### src/rtl/rsa_frame_rx_if.sv
// Byte-stream / operand-handoff bundle between the UART side, rsa_frame_rx and mon_exp.
interface rsa_frame_rx_if #(
    parameter int unsigned BITLEN     = 64,
    parameter int unsigned LOG_BITLEN = 6,
    parameter int unsigned NUM_OPS    = 3,
    parameter int unsigned ABITS      = 8
);
    logic                        rx_valid;
    logic [7:0]                  rx_byte;
    logic                        core_busy;
    logic [NUM_OPS*BITLEN-1:0]   ops;
    logic                        ops_valid;
    logic [LOG_BITLEN-1:0]       e_idx;
    logic                        e_zero;
    logic [ABITS-1:0]            wr_addr;
    logic [BITLEN-1:0]           wr_data;
    logic                        wr_en;
    logic                        frame_err;
    logic [1:0]                  err_code;
    logic                        busy;

    // Host/environment side: drives bytes and core status, observes results
    modport master (
        output rx_valid, rx_byte, core_busy,
        input  ops, ops_valid, e_idx, e_zero, wr_addr, wr_data, wr_en,
               frame_err, err_code, busy
    );

    // Deserializer side
    modport slave (
        input  rx_valid, rx_byte, core_busy,
        output ops, ops_valid, e_idx, e_zero, wr_addr, wr_data, wr_en,
               frame_err, err_code, busy
    );
endinterface

### src/rtl/rsa_frame_rx.sv
// Framed operand deserializer: header + NUM_OPS operands + XOR checksum,
// exponent MSB scan, BRAM write of op0, and handoff to mon_exp.
module rsa_frame_rx #(
    parameter int unsigned BITLEN     = 64,
    parameter int unsigned LOG_BITLEN = 6,
    parameter int unsigned NUM_OPS    = 3,
    parameter int unsigned EXP_SEL    = 1,
    parameter int unsigned ABITS      = 8,
    parameter int unsigned WR_ADDR    = 0,
    parameter logic [7:0]  HDR_BYTE   = 8'hA5,
    parameter int unsigned TIMEOUT    = 120000
) (
    input  logic            clk,
    input  logic            rst,
    rsa_frame_rx_if.slave   bus
);

    localparam int unsigned TOTAL = NUM_OPS * BITLEN;
    localparam int unsigned BPO   = BITLEN / 8;
    localparam int unsigned OPW   = (NUM_OPS > 1) ? $clog2(NUM_OPS) : 1;
    localparam int unsigned BCW   = (BPO > 1) ? $clog2(BPO) : 1;
    localparam int unsigned PW    = $clog2(TOTAL);
    localparam int unsigned TW    = $clog2(TIMEOUT + 1);

    localparam logic [2:0] S_IDLE    = 3'd0;
    localparam logic [2:0] S_PAYLOAD = 3'd1;
    localparam logic [2:0] S_CHECK   = 3'd2;
    localparam logic [2:0] S_SCAN    = 3'd3;
    localparam logic [2:0] S_WRITE   = 3'd4;
    localparam logic [2:0] S_WAIT    = 3'd5;

    logic [2:0]            state_q, state_d;
    logic [OPW-1:0]        op_cnt_q, op_cnt_d;
    logic [BCW-1:0]        byte_cnt_q, byte_cnt_d;
    logic [7:0]            csum_q, csum_d;
    logic [TOTAL-1:0]      shadow_q, shadow_d;
    logic [TW-1:0]         tmo_q, tmo_d;
    logic [LOG_BITLEN-1:0] idx_q, idx_d;
    logic [TOTAL-1:0]      ops_q, ops_d;
    logic [LOG_BITLEN-1:0] e_idx_q, e_idx_d;
    logic                  e_zero_q, e_zero_d;
    logic [ABITS-1:0]      wr_addr_q, wr_addr_d;
    logic [BITLEN-1:0]     wr_data_q, wr_data_d;
    logic                  wr_en_q, wr_en_d;
    logic                  ops_valid_q, ops_valid_d;
    logic                  frame_err_q, frame_err_d;
    logic [1:0]            err_code_q, err_code_d;
    logic                  busy_q, busy_d;

    logic [PW-1:0]         byte_pos;
    logic [BITLEN-1:0]     exp_op;

    assign exp_op = ops_q[EXP_SEL*BITLEN +: BITLEN];

    // Next-state and next-output logic
    always_comb begin
        state_d     = state_q;
        op_cnt_d    = op_cnt_q;
        byte_cnt_d  = byte_cnt_q;
        csum_d      = csum_q;
        shadow_d    = shadow_q;
        tmo_d       = tmo_q;
        idx_d       = idx_q;
        ops_d       = ops_q;
        e_idx_d     = e_idx_q;
        e_zero_d    = e_zero_q;
        wr_addr_d   = wr_addr_q;
        wr_data_d   = wr_data_q;
        wr_en_d     = 1'b0;
        ops_valid_d = 1'b0;
        frame_err_d = 1'b0;
        err_code_d  = err_code_q;

        // Operands arrive MSB byte first, op0 first; place each byte directly.
        byte_pos = PW'(32'(op_cnt_q) * BITLEN + (BPO - 1 - 32'(byte_cnt_q)) * 8);

        case (state_q)
            S_IDLE: begin
                if (bus.rx_valid && bus.rx_byte == HDR_BYTE) begin
                    op_cnt_d   = '0;
                    byte_cnt_d = '0;
                    csum_d     = '0;
                    tmo_d      = '0;
                    state_d    = S_PAYLOAD;
                end
            end
            S_PAYLOAD: begin
                if (bus.rx_valid) begin
                    shadow_d[byte_pos +: 8] = bus.rx_byte;
                    csum_d = csum_q ^ bus.rx_byte;
                    if (byte_cnt_q == BCW'(BPO - 1)) begin
                        byte_cnt_d = '0;
                        if (op_cnt_q == OPW'(NUM_OPS - 1)) begin
                            state_d = S_CHECK;
                        end else begin
                            op_cnt_d = op_cnt_q + OPW'(1);
                        end
                    end else begin
                        byte_cnt_d = byte_cnt_q + BCW'(1);
                    end
                end
            end
            S_CHECK: begin
                if (bus.rx_valid) begin
                    if (bus.rx_byte == csum_q) begin
                        ops_d   = shadow_q;
                        idx_d   = LOG_BITLEN'(BITLEN - 1);
                        state_d = S_SCAN;
                    end else begin
                        frame_err_d = 1'b1;
                        err_code_d  = 2'b01;
                        state_d     = S_IDLE;
                    end
                end
            end
            S_SCAN: begin
                if (exp_op[idx_q]) begin
                    e_idx_d  = idx_q;
                    e_zero_d = 1'b0;
                    state_d  = S_WRITE;
                end else if (idx_q == '0) begin
                    e_idx_d  = '0;
                    e_zero_d = 1'b1;
                    state_d  = S_WRITE;
                end else begin
                    idx_d = idx_q - LOG_BITLEN'(1);
                end
            end
            S_WRITE: begin
                wr_en_d   = 1'b1;
                wr_addr_d = ABITS'(WR_ADDR);
                wr_data_d = ops_q[BITLEN-1:0];
                state_d   = S_WAIT;
            end
            S_WAIT: begin
                if (!bus.core_busy) begin
                    ops_valid_d = 1'b1;
                    state_d     = S_IDLE;
                end
            end
            default: state_d = S_IDLE;
        endcase

        // Inter-byte timeout while a frame is being received
        if (state_q == S_PAYLOAD || state_q == S_CHECK) begin
            if (bus.rx_valid) begin
                tmo_d = '0;
            end else if (tmo_q == TW'(TIMEOUT - 1)) begin
                frame_err_d = 1'b1;
                err_code_d  = 2'b10;
                state_d     = S_IDLE;
            end else begin
                tmo_d = tmo_q + TW'(1);
            end
        end

        // Bytes arriving after the frame is accepted are dropped as overruns
        if (bus.rx_valid && (state_q == S_SCAN || state_q == S_WRITE || state_q == S_WAIT)) begin
            frame_err_d = 1'b1;
            err_code_d  = 2'b11;
        end

        busy_d = (state_d != S_IDLE);
    end

    // State and output registers with synchronous reset
    always_ff @(posedge clk) begin
        if (rst) begin
            state_q     <= S_IDLE;
            op_cnt_q    <= '0;
            byte_cnt_q  <= '0;
            csum_q      <= '0;
            shadow_q    <= '0;
            tmo_q       <= '0;
            idx_q       <= '0;
            ops_q       <= '0;
            e_idx_q     <= '0;
            e_zero_q    <= 1'b0;
            wr_addr_q   <= '0;
            wr_data_q   <= '0;
            wr_en_q     <= 1'b0;
            ops_valid_q <= 1'b0;
            frame_err_q <= 1'b0;
            err_code_q  <= '0;
            busy_q      <= 1'b0;
        end else begin
            state_q     <= state_d;
            op_cnt_q    <= op_cnt_d;
            byte_cnt_q  <= byte_cnt_d;
            csum_q      <= csum_d;
            shadow_q    <= shadow_d;
            tmo_q       <= tmo_d;
            idx_q       <= idx_d;
            ops_q       <= ops_d;
            e_idx_q     <= e_idx_d;
            e_zero_q    <= e_zero_d;
            wr_addr_q   <= wr_addr_d;
            wr_data_q   <= wr_data_d;
            wr_en_q     <= wr_en_d;
            ops_valid_q <= ops_valid_d;
            frame_err_q <= frame_err_d;
            err_code_q  <= err_code_d;
            busy_q      <= busy_d;
        end
    end

    assign bus.ops       = ops_q;
    assign bus.ops_valid = ops_valid_q;
    assign bus.e_idx     = e_idx_q;
    assign bus.e_zero    = e_zero_q;
    assign bus.wr_addr   = wr_addr_q;
    assign bus.wr_data   = wr_data_q;
    assign bus.wr_en     = wr_en_q;
    assign bus.frame_err = frame_err_q;
    assign bus.err_code  = err_code_q;
    assign bus.busy      = busy_q;

endmodule

### src/flat_wrapper.sv
// flat-port wrapper written by rule: the top's interface ports become plain ports
module rsa_frame_rx_flat 
#(
    parameter int unsigned BITLEN     = 64,
    parameter int unsigned LOG_BITLEN = 6,
    parameter int unsigned NUM_OPS    = 3,
    parameter int unsigned EXP_SEL    = 1,
    parameter int unsigned ABITS      = 8,
    parameter int unsigned WR_ADDR    = 0,
    parameter logic [7:0]  HDR_BYTE   = 8'hA5,
    parameter int unsigned TIMEOUT    = 120000
)
  (clk, rst, bus_rx_valid, bus_rx_byte, bus_core_busy, bus_ops, bus_ops_valid, bus_e_idx, bus_e_zero, bus_wr_addr, bus_wr_data, bus_wr_en, bus_frame_err, bus_err_code, bus_busy);
  rsa_frame_rx_if #(.BITLEN(BITLEN), .LOG_BITLEN(LOG_BITLEN), .NUM_OPS(NUM_OPS), .ABITS(ABITS)) bus_i ();
  input  logic clk;
  input  logic rst;
  input wire logic [$bits(bus_i.rx_valid)-1:0] bus_rx_valid;
  input wire logic [$bits(bus_i.rx_byte)-1:0] bus_rx_byte;
  input wire logic [$bits(bus_i.core_busy)-1:0] bus_core_busy;
  output wire logic [$bits(bus_i.ops)-1:0] bus_ops;
  output wire logic [$bits(bus_i.ops_valid)-1:0] bus_ops_valid;
  output wire logic [$bits(bus_i.e_idx)-1:0] bus_e_idx;
  output wire logic [$bits(bus_i.e_zero)-1:0] bus_e_zero;
  output wire logic [$bits(bus_i.wr_addr)-1:0] bus_wr_addr;
  output wire logic [$bits(bus_i.wr_data)-1:0] bus_wr_data;
  output wire logic [$bits(bus_i.wr_en)-1:0] bus_wr_en;
  output wire logic [$bits(bus_i.frame_err)-1:0] bus_frame_err;
  output wire logic [$bits(bus_i.err_code)-1:0] bus_err_code;
  output wire logic [$bits(bus_i.busy)-1:0] bus_busy;
  assign bus_i.rx_valid = bus_rx_valid;
  assign bus_i.rx_byte = bus_rx_byte;
  assign bus_i.core_busy = bus_core_busy;
  assign bus_ops = bus_i.ops;
  assign bus_ops_valid = bus_i.ops_valid;
  assign bus_e_idx = bus_i.e_idx;
  assign bus_e_zero = bus_i.e_zero;
  assign bus_wr_addr = bus_i.wr_addr;
  assign bus_wr_data = bus_i.wr_data;
  assign bus_wr_en = bus_i.wr_en;
  assign bus_frame_err = bus_i.frame_err;
  assign bus_err_code = bus_i.err_code;
  assign bus_busy = bus_i.busy;
  rsa_frame_rx #(.BITLEN(BITLEN), .LOG_BITLEN(LOG_BITLEN), .NUM_OPS(NUM_OPS), .EXP_SEL(EXP_SEL), .ABITS(ABITS), .WR_ADDR(WR_ADDR), .HDR_BYTE(HDR_BYTE), .TIMEOUT(TIMEOUT)) u_core (.clk(clk), .rst(rst), .bus(bus_i));
endmodule
### config.mk
export PLATFORM = sky130hd
export DESIGN_NAME = rsa_frame_rx_flat
export DESIGN_NICKNAME = d
export VERILOG_FILES = /design/src/rtl/rsa_frame_rx_if.sv /design/src/rtl/rsa_frame_rx.sv /design/src/flat_wrapper.sv
export SDC_FILE = /design/constraint.sdc
export NUM_CORES = 1
export LEC_CHECK = 0
export ABC_AREA = 1
export CAP_MARGIN = 25
export CORE_UTILIZATION = 55
export DETAILED_ROUTE_END_ITERATION = 8
export PLACE_DENSITY = 0.82
export SLEW_MARGIN = 30
export SYNTH_ARGS = -nofsm -noshare
export SYNTH_HDL_FRONTEND = slang
export SYNTH_SLANG_ARGS = --single-unit
### constraint.sdc
create_clock -name clk -period 3.5 [get_ports clk]
set_input_delay 0.7 -clock clk [delete_from_list [all_inputs] [get_ports clk]]
set_output_delay 0.7 -clock clk [all_outputs]
set_load 0.05 [all_outputs]
==> results_dict.tcl, run 1 <==
set metrics [dict create \
    final_cell_mix "500 x dfxtp_1, 484 x nor2_1, 392 x o21ai_0" \
    setup_ws_ps 674.4 \
    dpl_cell_area_um2 22480 \
    cts_resized 0 \
    hold_class "reg -> reg" \
    fmax_ghz 0.3539 \
    synth_xor_area_share_pct 0.5814 \
    io_buffers 280 \
    fin_crit_ps 2826 \
    cts_max_level 2 \
    timing.hold.ws_ps 453.3 \
    finalHoldViolations 0 \
    maxCapViolCount 0 \
    intPower_mw 9.010 \
    required_ps 3900 \
    critPathTopFamily "simple AND/OR/NAND/NOR gates" \
    worstPathCellList "buf_4, ha_1, ha_1, inv_1, nor3_1, nand2_1, inv_1, nand2_1, nand2_1, a21oi_1" \
    timing.rr.start "u_core.byte_cnt_q[0]$_SDFFE_PP0P_" \
    synth_seq_area_share_pct 51.68 \
    drt_wl_total_um 57240 \
    crit_buf_inv 3 \
    wire_per_inst_um 17.63 \
    setup_viol 0 \
    hold_depth 2 \
    final_common_cell "dfxtp_1" \
    synth.area.mux_share_pct 0 \
    cts_root_buffer "clkbuf_16" \
    cts.sinks 500 \
    worst-path-max-fanout 17 \
    dieWidth_um 189.7 \
    drt_iter0_drc 2155 \
    finalCritPeriodShare_pct 80.73 \
    drt-pass1-iter-count 6 \
    grt-ovfl-total 0 \
    path_class "reg -> reg" \
    synth_area_um2 19370 \
    combPwrFrac_pct 2.0 \
    drive_above_1_share_pct 6.519 \
    synth-main-ff-cell "dfxtp_1" \
    cts_tree "done" \
    yosys.cell_types.count 43 \
    start_util_pct 55.94 \
    status "complete, no violations" \
    synth_seq_cells 500 \
    synth_compound_area_share_pct 19.97 \
    insertedDiodeCount 0 \
    drv_slew 0 \
    synth_top_family_by_area "compound AO/OA/AOI/OAI gates" \
    power_density_nw_per_um2 471.9 \
    clkPwrFrac_pct 48.1 \
    hpwl_um 38990 \
    drt_drc_violations_left 0 \
    regToRegEndpoint "u_core.shadow_q[37]$_SDFFE_PP0P_" \
    finalInstanceArea_um2 24180 \
    cp-start-kind "register" \
    ios 289 \
    ys_warn_count 0 \
    cp-end-kind "register" \
    post_cts_buffers 0 \
    worstSkewPairLatency_ps 570 \
    cts_buffers 49 \
    rsz0062_at_grt "false" \
    die_h_um 189.7 \
    switching_share_pct 21.02 \
    pre_cts_slack_ps 359.5 \
    cpMaxStageDelayCell "ha_1" \
    grt.total_usage_pct 31.16 \
    core-area_um2 34630 \
    grt_pass1_wl_um 90620 \
    leakagePower_nw 9.800 \
    tightest_slew_ps 997.4 \
    gp_congestion 0.9466 \
    synthToLayoutAreaGrowth_pct 24.82 \
    setup_tns_ps 0 \
    synth_edf_count 0 \
    finalClockSkew_ps 22.14 \
    viasPerCell 5.634 \
    worst-r2r-cell-count 10 \
    slew_headroom_pct 33.51 \
    async_flop_share_pct 0 \
    syn_area_per_cell_um2 7.656 \
    grt_max_degree 113 \
    ir_drop_mv 0.3839 \
    critPathArrivalTime_ps 3230 \
    ctsHoldBuffers 0 \
    hp-start "u_core.shadow_q[117]$_SDFFE_PP0P_" \
    fp.dieArea_um2 35970 \
    rrSetupSlack_ps 670 \
    synthAdderAreaFrac_pct 0.5814 \
    fillers 2679 \
    fin_nets 2775 \
    cts.path.max_buffers 3 \
    fp-row-count 68 \
    grt_pass1_vias 17162 \
    antenna_found_initial 0 \
    route.vias.total 18293 \
    drtAntennaViolNets 0 \
    clk_pin_slew_worst_paths_ps 60 \
    crit_path_frequent_cell "nand2_1" \
    p_switching_mw 2.398 \
    p_seq_share_pct 49.9 \
    min_to "u_core.bus.ops[117]$_SDFFE_PP0P_" \
    yosys.area_share.simple_pct 18.67 \
    syn_inst 2530 \
    cp_slowest_stage_delay_ps 580 \
]
stage by stage:
step	instances	util, %	power, mW
5_1_grt	3247	69.82	11.73
6_report	3247	69.82	11.41
3_3_place_gp	3158	64.92	6.041
3_5_place_dp	3158	64.92	6.042
2_1_floorplan	2537	-	5.968
4_1_cts	3247	69.82	11.44
synth_stat cells (all sizes together), types with 2 or more instances:
library cell	number	area [um2]
o211ai	2	15.01
a211oi	34	290.3
nor3	32	187.7
dfxtp	500	10010
o21a	2	15.01
xor2	11	103.9
nand3b	2	15.01
inv	230	865.8
a221oi	3	26.28
nand2	222	864.6
clkbuf	91	341.6
nand3	93	470.5
nand4	4	25.02
o21ai	414	2072
or2	2	12.51
a31oi	4	25.02
clkinv	6	22.52
buf	72	416.7
a21oi	282	1411
ha	9	112.6
nor2	498	1959
nor4	12	75.07
cell type report:
type	count	area (um2)	share of cell area, %
repair buffers	329	3241	13.40
clock buffers	70	1415	5.853
multi-input cells	1638	7760	32.10
clock inverters	19	281.5	1.164
inverters	236	900.9	3.726
well taps	455	569.3	2.355
flip-flops and latches	500	10010	41.40
worst register-to-register path: stages, from the launching register on:
cell and delay, ps:
dfxtp_1 320, buf_4 190, ha_1 230, ha_1 580, inv_1 130, nor3_1 340
nand2_1 330, inv_1 160, nand2_1 190, nand2_1 120, a21oi_1 70
state kept, by name, indices dropped and copies added, names as in the netlist, 2 cells and up:
register and flops:
u_core.bus.e_idx 6, u_core.bus.err_code 2, u_core.bus.ops 192, u_core.bus.wr_data 64
u_core.byte_cnt_q 3, u_core.csum_q 8, u_core.idx_q 6, u_core.op_cnt_q 2
u_core.shadow_q 192, u_core.state_q 3, u_core.tmo_q 17
metal layers:
layer	up-vias	share of wire, %	global-route usage, %
li1	8689	-	-
met4	0	3.4	11.10
met3	139	9.6	5.958
met1	8558	42	42.07
met5	-	0	0
met2	907	45	49.75
power by group through the flow:
stage | combinational [mW] | sequential (mW) | clock, mW
CTS | 0.227 | 5.69 | 5.52
global route | 0.248 | 5.69 | 5.79
finish | 0.233 | 5.69 | 5.48
floorplan | 0.151 | 5.82 | 0
global placement | 0.224 | 5.82 | 0
detailed placement | 0.224 | 5.82 | 0
worst max-delay path by stage:
stage	from	endpoint	depth (start not counted)
3_3_place_gp	bus_rx_byte[3]	u_core.bus.ops[174]$_SDFFE_PP0P_	8
4_1_cts	u_core.byte_cnt_q[0]$_SDFFE_PP0P_	u_core.shadow_q[148]$_SDFFE_PP0P_	11
2_1_floorplan	u_core.byte_cnt_q[1]$_SDFFE_PP0P_	u_core.shadow_q[160]$_SDFFE_PP0P_	10
3_5_place_dp	bus_rx_byte[3]	u_core.bus.ops[173]$_SDFFE_PP0P_	8
6_report	u_core.byte_cnt_q[0]$_SDFFE_PP0P_	u_core.shadow_q[37]$_SDFFE_PP0P_	10
5_1_grt	u_core.byte_cnt_q[0]$_SDFFE_PP0P_	u_core.shadow_q[113]$_SDFFE_PP0P_	11
logic make-up (layout without fill, tap and decap cells):
logic type / after synthesis / in the layout
simple gates: 866 / 866
compound gates: 743 / 743
flops: 500 / 500
buf+inv: 399 / 654
xor+xnor: 12 / 12
fa+ha+maj: 9 / 9
other cells: 1 / 8
Power figures use the tool's default switching activity.
==> run 2, diff against run 1 <==
- CORE_UTILIZATION: 55 -> 49
- PLACE_DENSITY: 0.82 -> 0.77
- clock period: 3.5 -> 2.5 ns (I/O delays scaled with it)
==> results_dict.tcl, run 2 (same netlist as run 1, synthesis figures left out) <==
set metrics [dict create \
    combPwrFrac_pct 2.3 \
    ios 289 \
    setup_ws_ps 121.9 \
    setup_viol 0 \
    grt_max_degree 173 \
    maxCapViolCount 0 \
    die_h_um 200.8 \
    cp-start-kind "register" \
    path_class "reg -> reg" \
    antenna_found_initial 0 \
    cts_tree "done" \
    power_density_nw_per_um2 650.9 \
    ir_drop_mv 0.5705 \
    io_buffers 280 \
    grt_pass1_vias 17324 \
    finalHoldViolations 0 \
    status "complete, no violations" \
    hold_class "in -> reg" \
    cts_max_level 2 \
    fp-row-count 72 \
    drive_above_1_share_pct 9.491 \
    post-route-util_pct 64.64 \
    clk_pin_slew_worst_paths_ps 60 \
    cts.path.max_buffers 3 \
    switching_share_pct 21.16 \
    start_util_pct 49.89 \
    fin_nets 2853 \
    drt_iter0_drc 1673 \
    grt_pass1_wl_um 93290 \
    drv_slew 0 \
    insertedDiodeCount 0 \
    dpl_cell_area_um2 23260 \
    dp.cells 3295 \
    fmax_ghz 0.4205 \
    clkPwrFrac_pct 48.9 \
    drt-pass1-iter-count 6 \
    grt-ovfl-total 0 \
    worst-path-max-fanout 8 \
    instances_no_fill 3384 \
    fillers 3232 \
    cts_root_buffer "clkbuf_16" \
    gp_congestion 0.9266 \
    final_cell_mix "500 x dfxtp_1, 480 x nor2_1, 392 x o21ai_0" \
    finalClockSkew_ps 25.64 \
    critPathArrivalTime_ps 2920 \
    synthToLayoutAreaGrowth_pct 29.57 \
    slew_headroom_pct 45.53 \
    timing.hold.ws_ps 402.5 \
    cts.sinks 500 \
    finalPower_mw 16.34 \
    wire_per_inst_um 17.43 \
    drt_drc_violations_left 0 \
    required_ps 3040 \
    drt_wl_total_um 58970 \
    cp-end-kind "register" \
    finalInstanceArea_um2 25100 \
    finalCritPeriodShare_pct 95.12 \
    intPower_mw 12.88 \
    grt.total_usage_pct 28.56 \
    p_switching_mw 3.456 \
    core-area_um2 38830 \
    pre_cts_slack_ps -93.05 \
    final_common_cell "dfxtp_1" \
    hpwl_um 41220 \
    leakagePower_nw 10.25 \
    fin_crit_ps 2378 \
    viasPerCell 5.365 \
    setup_tns_ps 0 \
    p_seq_share_pct 48.8 \
    worstSkewPairLatency_ps 610 \
    cts_buffers 50 \
    fp.dieArea_um2 40330 \
    dieWidth_um 200.8 \
    route.vias.total 18155 \
    rsz0062_at_grt "true" \
    drtAntennaViolNets 0 \
    tightest_slew_ps 817.1 \
]
==> run 2: cell types whose count changed in the layout (fill, tap and decap cells not counted), sizes merged <==
cell      change
clkinv        -3
buf          +77
clkbuf        -4
clkinvlp      +1
bufinv        +3
==> run 2: final cells by class <==
class	instances	area, um2	share of cell area, %
tap	518	648.1	2.583
sequential	500	10010	39.88
timing repair buffer	406	3973	15.83
multi-input combinational	1638	7823	31.17
clock inverter	20	371.6	1.481
inverter	236	900.9	3.590
clock buffer	66	1371	5.464
==> run 2: worst paths after layout <==
check                                          from                                 to  slack (ps)  cells past startpoint
setup / recovery  u_core.byte_cnt_q[0]$_SDFFE_PP0P_  u_core.shadow_q[144]$_SDFFE_PP0P_         120                     10
hold / removal                                  rst  u_core.bus.err_code[0]$_SDFF_PP0_         400                      4
setup reg to reg  u_core.byte_cnt_q[0]$_SDFFE_PP0P_  u_core.shadow_q[144]$_SDFFE_PP0P_         120                     10
hold reg to reg   u_core.shadow_q[189]$_SDFFE_PP0P_   u_core.bus.ops[189]$_SDFFE_PP0P_         440                      2
==> run 2: critical path, cell delays in order (launching register included) <==
cell and delay (ps):
dfxtp_1 400, inv_1 140, ha_1 320, inv_1 70, nor3_1 240, inv_1 210, nor2_1 320, inv_1 200
nor2_1 200, o21ai_0 120, a21oi_1 110
==> run 2: what timing repair did <==
item	4_1_cts	5_1_grt
hold buffers	0	0
buffers inserted	0	3
resized for setup	1	16
setup endpoints to repair	2	31
==> run 2: routing by layer <==
layer  vias up  global-route usage [%]  routed length (um)
met5         -                       0                   0
met4         0                   9.978                1572
met3       103                   5.130                4422
met2       694                   46.25               27190
met1      8495                   38.26               25790
li1       8863                       -                   -
==> run 2: power by group through the flow <==
| stage | Combinational, mW | Clock, mW | Sequential [mW] |
|---|---|---|---|
| after global routing | 0.400 | 8.41 | 7.96 |
| after detailed placement | 0.366 | 0 | 8.14 |
| final | 0.377 | 7.99 | 7.97 |
| after global placement | 0.361 | 0 | 8.14 |
| after CTS | 0.368 | 8.07 | 7.97 |
| after floorplan | 0.211 | 0 | 8.14 |
